## src/rtl/hpdcache_l15_req_arbiter_rt.sv

```systemverilog
// Round-robin arbiter of N requesters onto the L1.5 request channel, with a per-ID
// routing table that steers each response back to the port that issued it.
module hpdcache_l15_req_arbiter_rt #(
  parameter int unsigned N = 2,
  parameter type req_t = logic,
  parameter type id_t = logic,
  parameter type req_portid_t = logic,
  localparam int unsigned RT_DEPTH = 2 ** $bits(id_t),
  localparam int unsigned CNT_W = $clog2(RT_DEPTH + 1)
) (
  input  logic                 clk_i,
  input  logic                 rst_ni,
  input  logic [N-1:0]         req_valid_i,
  output logic [N-1:0]         req_ready_o,
  input  req_t [N-1:0]         req_i,
  input  id_t  [N-1:0]         req_id_i,
  output logic                 mem_req_valid_o,
  input  logic                 mem_req_ready_i,
  output req_t                 mem_req_o,
  output id_t                  mem_req_id_o,
  input  logic                 mem_resp_valid_i,
  input  logic                 mem_resp_ready_i,
  input  id_t                  mem_resp_id_i,
  output req_portid_t          mem_resp_sel_o,
  output logic [CNT_W-1:0]     outstanding_o,
  output logic                 error_o
);

  localparam int unsigned PTR_W = $clog2(N);
  typedef logic [PTR_W-1:0] ptr_t;

  logic [RT_DEPTH-1:0] rt_busy_q;
  req_portid_t         rt_port_q [RT_DEPTH];
  ptr_t                rr_ptr_q;
  logic                lock_q;
  ptr_t                lock_port_q;
  logic [CNT_W-1:0]    outstanding_q;
  logic                error_q;

  logic [N-1:0] elig;
  logic         rr_found;
  ptr_t         rr_win;
  ptr_t         cand;
  ptr_t         win;
  logic         grant;
  logic         alloc;
  logic         resp_hs;
  logic         free_ok;

  // Busy comes straight from the register, so an entry freed this cycle is only
  // eligible for re-allocation from the next cycle on.
  always_comb begin
    elig = '0;
    for (int i = 0; i < N; i++) begin
      elig[i] = req_valid_i[i] && !rt_busy_q[req_id_i[i]];
    end
  end

  // NOTE: every variable written in always_comb gets a default first, otherwise a latch is inferred.
  always_comb begin
    rr_found = 1'b0;
    rr_win   = '0;
    cand     = '0;
    for (int k = 0; k < N; k++) begin
      cand = ptr_t'((int'(rr_ptr_q) + k) % int'(N));
      if (!rr_found && elig[cand]) begin
        rr_found = 1'b1;
        rr_win   = cand;
      end
    end
  end

  // A stalled grant is held on its port so valid/payload stay stable on the L1.5 channel.
  assign win     = lock_q ? lock_port_q : rr_win;
  assign grant   = lock_q ? elig[lock_port_q] : rr_found;
  assign alloc   = grant && mem_req_ready_i;
  assign resp_hs = mem_resp_valid_i && mem_resp_ready_i;
  assign free_ok = resp_hs && rt_busy_q[mem_resp_id_i];

  // Channel outputs are forced low while reset is asserted.
  assign mem_req_valid_o = rst_ni && grant;
  assign mem_req_o       = rst_ni ? req_i[win] : '0;
  assign mem_req_id_o    = rst_ni ? req_id_i[win] : '0;
  assign mem_resp_sel_o  = rt_port_q[mem_resp_id_i];
  assign outstanding_o   = outstanding_q;
  assign error_o         = error_q;

  always_comb begin
    req_ready_o = '0;
    if (rst_ni && grant) req_ready_o[win] = mem_req_ready_i;
  end

  // NOTE: sequential state uses non-blocking assignments so all flops update from the same pre-edge values.
  always_ff @(posedge clk_i or negedge rst_ni) begin
    if (!rst_ni) begin
      rt_busy_q     <= '0;
      // NOTE: the table is small and its port fields drive mem_resp_sel_o, so it is reset rather than left as uninitialised RAM.
      for (int i = 0; i < RT_DEPTH; i++) rt_port_q[i] <= '0;
      rr_ptr_q      <= '0;
      lock_q        <= 1'b0;
      lock_port_q   <= '0;
      outstanding_q <= '0;
      error_q       <= 1'b0;
    end else begin
      error_q <= resp_hs && !rt_busy_q[mem_resp_id_i];

      // Alloc needs a non-busy ID and free needs a busy one, so they never hit the same entry.
      if (free_ok) rt_busy_q[mem_resp_id_i] <= 1'b0;
      if (alloc) begin
        rt_busy_q[req_id_i[win]] <= 1'b1;
        rt_port_q[req_id_i[win]] <= req_portid_t'(win);
        rr_ptr_q                 <= (win == ptr_t'(N - 1)) ? '0 : win + ptr_t'(1);
        lock_q                   <= 1'b0;
      end else if (grant) begin
        lock_q      <= 1'b1;
        lock_port_q <= win;
      end

      unique case ({alloc, free_ok})
        2'b10:   outstanding_q <= outstanding_q + CNT_W'(1);
        2'b01:   outstanding_q <= outstanding_q - CNT_W'(1);
        default: outstanding_q <= outstanding_q;
      endcase
    end
  end

endmodule

```

## config.mk

```make
export PLATFORM = sky130hd
export DESIGN_NAME = hpdcache_l15_req_arbiter_rt
export DESIGN_NICKNAME = d
export VERILOG_FILES = /design/src/rtl/hpdcache_l15_req_arbiter_rt.sv
export SDC_FILE = /design/constraint.sdc
export NUM_CORES = 1
export LEC_CHECK = 0
export CAP_MARGIN = 25
export CORE_UTILIZATION = 41
export DETAILED_ROUTE_END_ITERATION = 10
export HOLD_SLACK_MARGIN = 0.12
export PLACE_DENSITY = 0.8
export SLEW_MARGIN = 20
export SYNTH_ARGS = -nofsm -noshare
export SYNTH_HDL_FRONTEND = slang
export SYNTH_SLANG_ARGS = --single-unit
```

## constraint.sdc

```tcl
create_clock -name clk_i -period 2 [get_ports clk_i]
set_clock_uncertainty 0.15 [all_clocks]
set_input_delay 0.5 -clock clk_i [delete_from_list [all_inputs] [get_ports clk_i]]
set_output_delay 0.5 -clock clk_i [all_outputs]
set_load 0.01 [all_outputs]
```

Yosys cells after proc, flatten, opt, wreduce, memory -nomap -nowiden --
Index checks and enable logic that the tools add are counted.
Word-level totals: logic and storage cells 97, bits of input ports 12, output and inout bits 9, register bits 10
Operators by class: order comparisons 14, bitwise gates (word level) 7, reductions and logical operators 19, equal/unequal tests 2, muxes and demuxes 43, $add $sub $neg 4
Operators with widths (count):
- two-way mux 1 bit | 34
- less-than comparator 1 x 2 -> 1 bit, second input constant | 8
- logical AND 1 bit | 12
- two-way mux 2 bit | 3
- AND 2 bit | 2
- demux 1 bit (select 1 bit) | 4
- >= comparator 2 bit, second input constant | 2
- logical NOT 1 bit | 4
- NOT 1 -> 2 bit | 2
- case mux 2 bit (2 select lines) | 1
- nonzero test 2 bit | 2
- >= comparator 1 bit, second input constant | 3
- adder 1 bit, second input constant | 2
- adder 2 x 1 -> 2 bit, second input constant | 1
- bitwise mux 2 bit | 1
- == test 2 x 1 -> 1 bit, second input constant | 1
- == test 2 bit, second input constant | 1
- less-than comparator 2 x 1 -> 1 bit, second input constant | 1
- NOT 2 bit | 1
- bitwise OR 2 bit | 1
- AND reduction 2 bit | 1
- subtractor 2 x 1 -> 2 bit, second input constant | 1
- NOT 1 bit | 1

Longest topological paths before layout --
Gate-level depths: netlist (run 1).
depth after elaboration 19, mapped depth 7, gate-level depth less buffers 7

Worst setup path before layout (run 1) --
OpenSTA, ideal clock, no wires.
path type input to output, from in req_id_i[0] in the netlist's numbering, to out req_ready_o[0], slack -0.183 ns, arrival time 1.533 ns, cell stages on the path 4, path buffers 0, data required time 1.350 ns, cells stage by stage mux2_4 o221ai_4 nand3_4 nor4_2
Between the ends: cells in the longest elaborated chain, start to end 17, elaborated cells between the ends (all ways) 26, classes of those cells order compare: 2; mux: 17; bitwise: 1; reduce/logical: 6
Ends and longest elaborated chain:
- from (decl) | line 16 | input id_t [N-1:0] req_id_i,
- two-way mux 1 bit (not written as such) (*) (2 in series) | line 55 | elig[i] = req_valid_i[i] && !rt_busy_q[req_id_i[i]];
- logical NOT 1 bit (*) | line 55
- logical AND 1 bit (*) | line 55
- two-way mux 1 bit (not written as such) (2 in series) | line 66 | if (!rr_found && elig[cand]) begin
- two-way mux 1 bit | line 66
- logical NOT 1 bit | line 66
- logical AND 1 bit | line 66
- two-way mux 1 bit | line 66
- two-way mux 1 bit | line 74 | assign win = lock_q ? lock_port_q : rr_win;
- less-than comparator 1 x 2 -> 1 bit (not written as such) or >= comparator 1 bit (tied branches) | line 90 | if (rst_ni && grant) req_ready_o[win] = mem_req_ready_i;
- logical AND 1 bit (not written as such) | line 90
- two-way mux 1 bit (not written as such) | line 90
- demux 1 bit (select 1 bit) | line 90
- AND 2 bit (no line)
- two-way mux 2 bit (*) | line 90
- to (decl) | line 14 | output logic [N-1:0] req_ready_o,
Every way passes the cells marked *; elsewhere a longest branch is shown, timed or not. The select of a mux whose other input is x is not followed.

Worst setup path in the final report (run 1) --
from reg rt_busy_q[1], to out req_ready_o[0]
Between the ends: cells in the longest elaborated chain, start to end 17, elaborated cells between the ends (all ways) 30, classes of those cells order compare: 2; mux: 19; bitwise: 1; reduce/logical: 8
Ends and longest elaborated chain:
- from (decl) | line 32 | logic [RT_DEPTH-1:0] rt_busy_q;
- from (signal assigned) | line 96 | rt_busy_q <= '0;
- from (signal, indexed assignment) | line 108 | if (free_ok) rt_busy_q[mem_resp_id_i] <= 1'b0;
- from (signal, indexed assignment) | line 110 | rt_busy_q[req_id_i[win]] <= 1'b1;
- two-way mux 1 bit (not written as such) (2 in series) | line 55
- logical NOT 1 bit | line 55
- logical AND 1 bit | line 55
- two-way mux 1 bit (not written as such) (2 in series) | line 66
- two-way mux 1 bit | line 66
- logical NOT 1 bit | line 66
- logical AND 1 bit | line 66
- two-way mux 1 bit | line 66
- two-way mux 1 bit | line 74
- less-than comparator 1 x 2 -> 1 bit (not written as such) or >= comparator 1 bit (tied branches) | line 90
- logical AND 1 bit (not written as such) | line 90
- two-way mux 1 bit (not written as such) | line 90
- demux 1 bit (select 1 bit) | line 90
- AND 2 bit (no line)
- two-way mux 2 bit (*) | line 90
Marked as above.

==> results.json, run 1 <==
{
  "ys_seq_area_share_pct": 34.1,
  "critPathRequiredTime_ps": 1350,
  "n_fill_cell": 86,
  "grt_pass1_vias": 885,
  "wire_per_inst_um": 17.0,
  "clock_latency_ps": 280,
  "start_util_pct": 46.0,
  "die_x_um": 44.3,
  "port_buffers": 20,
  "syn_inst": 71,
  "grtUsageMet1_pct": 29.7,
  "path_delay_family": "flip-flops",
  "met2_usage_pct": 55.0,
  "syn_to_final_growth_pct": 78.8,
  "tightest_slew_ps": 248,
  "grt_antenna_before_repair": 0,
  "p_leak_nw": 0.582,
  "power.density_nw_per_um2": 1320,
  "hold_violations": 0,
  "fin_crit_sh_pct": 118,
  "final_max_slew_viol_count": 0,
  "path_depth": 5,
  "gr-total-overflow": 0,
  "yosys_most_used_dff": "dfrtp_1",
  "grt_max_degree": 11,
  "hp-class": "register to register",
  "core-area_sq_um": 1590,
  "total_power_mw": 1.74,
  "syn_nets": 84,
  "drc": 0,
  "ctsRootBufferMaster": "clkbuf_4",
  "avgViaCountPerCell": 5.37,
  "synth_area_sq_um": 733,
  "die_h_um": 44.3,
  "synth.area.top_cells": "dfrtp_1, mux2_4, o221ai_4",
  "async_flop_share_pct": 100,
  "fin_nets": 140,
  "ctsHtreeMaxLevel": 1,
  "fin_crit_ps": 2350,
  "synth_commonest_cells": "dfrtp_1, nor2_1, nand2_1",
  "firstDrtPassIters": 4,
  "finalSetupViolations": 6,
  "fin_ws_ps": -350,
  "drt-initial-drc-count": 20,
  "slew_headroom_pct": 83.0,
  "gp_congestion": 0.808,
  "die_area_sq_um": 1960,
  "failed_checks": "negative setup slack",
  "synth.most_common_cell": "dfrtp_1",
  "cts_sinks": 10,
  "crit_start": "rt_busy_q[1]",
  "cts_hold_buf": 0,
  "cts_tree": "done",
  "cts.reportedPaths.clkPinSlew_ps": 70,
  "ant_nets": 0,
  "yosysWarnings": 0,
  "rows": 14,
  "cp_num_buf_inv": 1,
  "clock_path_buffers": 2,
  "cts_buffers": 3,
  "cp-end-kind": "output port",
  "synth.distinct_cells": 38,
  "n_antenna_cell": 0,
  "synth_area_leader_cell": "dfrtp_1",
  "synth-edff-count": 0,
  "num_io_pins": 21,
  "crit_fanout": 6,
  "ir_worst_vdd_mv": 0.912,
  "r2r_start": "rt_busy_q[1]",
  "critical_path.cell_chain": "mux2_4 -> o221ai_4 -> nand3_4 -> nor4_4 -> buf_2",
  "drv_cap": 0,
  "multi_input_comb_area_sq_um": 582,
  "grt_pass1_wl_mm": 4.06,
  "synth_top_area_share_pct": 34.1,
  "placed_area_sq_um": 1220,
  "ys_ff_latch": 10,
  "max_clock_freq_ghz": 0.425,
  "fin_util_pct": 82.3,
  "critical-path-max-stage-delay_ps": 450,
  "syn_avg_cell_area_sq_um": 10.3,
  "start_kind": "register",
  "arrival_ps": 1700,
  "grt_use_total_pct": 30.3,
  "wirelength_mm": 2.54,
  "hold_depth": 1,
  "layout-drive-gt1-share_pct": 54.0,
  "dp_hpwl_mm": 1.89,
  "rsz0062_at_grt": "true",
  "grtUsageMet3_pct": 9.39,
  "design_area_sq_um": 1310,
  "cp_slowest_cell": "dfrtp_2",
  "r2r_cells": 8,
  "regArea_sq_um": 253,
  "vias": 806,
  "critPathKind": "register to output port",
  "status": "finished with violations",
  "min_from": "outstanding_o[1]",
  "gr-max-usage-layer": "met2"
}
[sequential cells by signal, summed over array words and instances, names as in the netlist]
name / flops
outstanding_o: 2
error_o: 1
lock_q: 1
rt_port_q: 2
lock_port_q: 1
rr_ptr_q: 1
rt_busy_q: 2
[cell usage in the layout (no fill, tap or decap), types with 2 or more instances in the layout]
cell type and instances:
nand3_1 2, clkdlybuf4s15_1 2, dfrtp_1 8, buf_2 7, nand2_1 3, mux2_4 3
o31ai_1 2, nand2b_1 2, mux2i_1 2, and3_1 2, inv_1 3, o21a_1 3
clkdlybuf4s50_1 9, buf_4 30, dlygate4sd2_1 2, dfrtp_2 2, a31oi_1 2, clkbuf_4 3
nor2_1 5
[worst reg2reg max path, cell delays in order, from the launching register on]
cell and delay [ps]:
dfrtp_2 450, mux2_4 320, o221ai_4 230, nand3_4 140, buf_4 190, ha_4 170, xnor2_2 120, nor2_2 120
xor2_1 170
[stage by stage]
stage	setup WS (ps)	hold WS, ps	std cells	setup TNS [ps]
4_1_cts	-365	359	148	-1830
3_5_place_dp	-1180	349	142	-10510
2_1_floorplan	-29.4	54.4	71	-41.0
3_3_place_gp	-1120	308	142	-9890
6_report	-350	352	150	-1710
5_1_grt	-422	364	150	-2130
[cell families after synthesis]
kind of cell,synth area share [%]
buffers and inverters,1.54
AND/OR/NAND/NOR,21.0
XOR/XNOR,3.58
adder cells (fa/ha/maj),1.71
flip-flops,34.1
multiplexers,11.8
AO/OA/AOI/OAI,26.3
[routing by layer]
metal / vias up / wire length, um
li1: 389 / -
met1: 377 / 978
met2: 31 / 1370
met3: 9 / 131
met4: 0 / 63
met5: - / 0
[area by class of cell]
| type | count | area share, % |
|---|---|---|
| clock buffer | 4 | 2.77 |
| tap | 24 | 2.29 |
| inverter | 3 | 0.859 |
| multi-input combinational | 58 | 44.4 |
| timing repair buffer | 51 | 30.4 |
| sequential | 10 | 19.3 |
[what timing repair did]
item / 4_1_cts / 5_1_grt
gates resized for setup: 42 / 4
setup buffers: 2 / 2
endpoints found under the setup margin: 14 / 8
hold endpoints to repair: 0 / 0
pin swaps: 12 / 2
[where the power goes]
group / leakage [nW] / switching, mW / internal (mW) / total, mW
Clock: 0.0210 / 0.0761 / 0.111 / 0.187
Sequential: 0.115 / 0.105 / 0.289 / 0.393
Combinational: 0.446 / 0.519 / 0.637 / 1.16
Total: 0.582 / 0.699 / 1.04 / 1.74
[final timing paths]
path                                    end  slack [ps]
hold / removal             outstanding_o[1]         350
min in group asynchronous  outstanding_o[0]         390
hold reg to reg            outstanding_o[1]         350
setup / recovery             req_ready_o[0]        -350
max in group asynchronous      rt_busy_q[1]        1150
setup reg to reg           outstanding_o[1]        -130
No activity file was read; power rests on OpenSTA's default activity.
==> run 2: changes to the inputs <==
CORE_UTILIZATION = 45   (was 41)
PLACE_DENSITY = 0.83   (was 0.8)
clock period = 2.5 ns   (was 2 ns; I/O delays follow)
==> run 2 against run 1 <==
The flow still finishes with violations (negative setup slack). Combinational power shrank 21%. First-iteration DRC count fell by 20%. Register-to-register slack improved by 420 ps. Via count grew 6.7%. Count of clock-buffer cells in the layout is the same. Largest cell class unchanged.
==> results.json, run 2 (same netlist as run 1, synthesis figures left out) <==
{
  "cts_hold_buf": 0,
  "die_h_um": 42.4,
  "vias": 860,
  "fin_nets": 141,
  "p_sw_uw": 551,
  "ctsRootBufferMaster": "clkbuf_4",
  "arrival_ps": 1830,
  "crit_top_cell": "buf_4",
  "finalSetupViolations": 4,
  "wirelength_mm": 2.85,
  "min_from": "outstanding_o[1]",
  "power.internal_uw": 824,
  "grt_max_degree": 11,
  "fin_crit_sh_pct": 104,
  "num_io_pins": 21,
  "avgViaCountPerCell": 6.01,
  "cp-end-kind": "output port",
  "r2r_slack_ps": 290,
  "clock_path_buffers": 2,
  "dp_slack_ps": -962,
  "syn_to_final_growth_pct": 73.4,
  "rsz0062_at_grt": "true",
  "whs_ps": 337,
  "core-area_sq_um": 1510,
  "cts_buffers": 3,
  "p_leak_nw": 0.585,
  "fin_crit_ps": 2610,
  "wire_per_inst_um": 19.9,
  "critical_path.cell_chain": "buf_8 -> mux2i_2 -> buf_4 -> o211ai_1 -> buf_4 -> a211oi_4 -> nor2_1 -> buf_2",
  "die_area_sq_um": 1790,
  "rows": 14,
  "fin_ws_ps": -107,
  "hold_violations": 0,
  "ant_nets": 0,
  "reg2reg_to": "outstanding_o[1]",
  "start_util_pct": 48.7,
  "start_kind": "input port",
  "design_area_sq_um": 1270,
  "cts.reportedPaths.clkPinSlew_ps": 60,
  "gr-total-overflow": 0,
  "clock_latency_ps": 270,
  "final_cell_mix": "buf_4, clkdlybuf4s50_1, dfrtp_1",
  "r2r_cells": 8,
  "n_antenna_cell": 0,
  "cp_num_buf_inv": 4,
  "layout-drive-gt1-share_pct": 51.2,
  "grt_pass1_vias": 802,
  "drv_cap": 0,
  "firstDrtPassIters": 4,
  "cts_tree": "done",
  "grt_antenna_before_repair": 0,
  "instances_no_fill": 143,
  "gp_congestion": 0.856,
  "final_common_cell": "buf_4",
  "tightest_slew_ps": 337,
  "r2r_start": "rt_busy_q[0]",
  "critPathRequiredTime_ps": 1730,
  "port_buffers": 20,
  "drt-initial-drc-count": 16,
  "clockPowerShare_pct": 10.6,
  "failed_checks": "negative setup slack",
  "ir_worst_vdd_mv": 0.755,
  "n_fill_cell": 78,
  "p_seq_share_pct": 22.9,
  "placed_area_sq_um": 1120,
  "power_frac_comb_pct": 66.5,
  "critical-path-max-stage-delay_ps": 230,
  "path_delay_family": "buffers and inverters",
  "total_power_mw": 1.38,
  "die_x_um": 42.4,
  "dp_hpwl_mm": 1.61,
  "drc": 0,
  "status": "finished with violations",
  "power.density_nw_per_um2": 1080,
  "path_depth": 8,
  "slew_headroom_pct": 77.3,
  "final_max_slew_viol_count": 0,
  "cp-endpoint": "mem_req_id_o",
  "ctsHtreeMaxLevel": 1,
  "grt_use_total_pct": 29.0,
  "cp_slowest_cell": "a211oi_4",
  "hp-class": "register to register",
  "critPathKind": "input port to output port",
  "cts_sinks": 10,
  "crit_fanout": 3,
  "grt_pass1_wl_mm": 3.80,
  "place_inst": 129,
  "crit_start": "req_id_i[1]",
  "max_clock_freq_ghz": 0.384,
  "sw_frac_of_total_pct": 40.1
}
==> run 2: cell types whose count changed in the layout (fill, tap and decap cells not counted), moves of 2 or more <==
cell	before	now
dlygate4sd2_1	2	0
buf_2	7	5
buf_4	30	32
clkbuf_2	0	2
buf_8	0	2
==> run 2: stage by stage <==
step	utilization [%]	setup TNS, ps
2_1_floorplan	-	0
4_1_cts	79.1	-197
6_report	84.4	-289
5_1_grt	84.4	-454
3_3_place_gp	74.3	-5360
3_5_place_dp	74.3	-5810
==> run 2: cell type report <==
type                    count  area, sq um  area share [%]
multi-input cells          58          536            42.1
clock buffers               4         36.3            2.85
well taps                  16         20.0            1.57
flip-flops and latches     10          253            19.9
inverters                   3         11.3           0.886
repair buffers             52          415            32.7
==> run 2: worst min path at each step <==
stage                     slack (ps)  cells after the start               end
after floorplan                  180                      0           error_o
after global placement           310                      1  outstanding_o[1]
after detailed placement         330                      1  outstanding_o[1]
after CTS                        350                      1  outstanding_o[1]
after global routing             370                      1  outstanding_o[1]
final                            340                      1  outstanding_o[1]
==> run 2: repair_timing <==
item / 4_1_cts / 5_1_grt
setup buffers: 5 / 5
gates resized for setup: 43 / 12
endpoints found under the setup margin: 7 / 5
pin swaps: 5 / 9
==> run 2: power by group through the flow <==
stage | registers (mW) | clock network [mW] | logic (mW)
after detailed placement | 0.300 | 0 | 0.727
final | 0.315 | 0.146 | 0.915
after floorplan | 0.300 | 0 | 0.372
after CTS | 0.303 | 0.150 | 0.780
after global routing | 0.317 | 0.159 | 0.961
after global placement | 0.294 | 0 | 0.707
==> run 2: routing by layer <==
metal | track usage, % | wire, um
met5 | 0 | 0
met4 | 10.0 | 56
met3 | 6.47 | 232
met2 | 47.4 | 1420
met1 | 37.7 | 1140
==> run 3: changes to the inputs <==
ABC_CLOCK_PERIOD_IN_PS = 2500   (was default)
SLEW_MARGIN = default   (was 20)
==> results of run 3 <==
Final layout, timing and power as in run 2 (identical DEF).
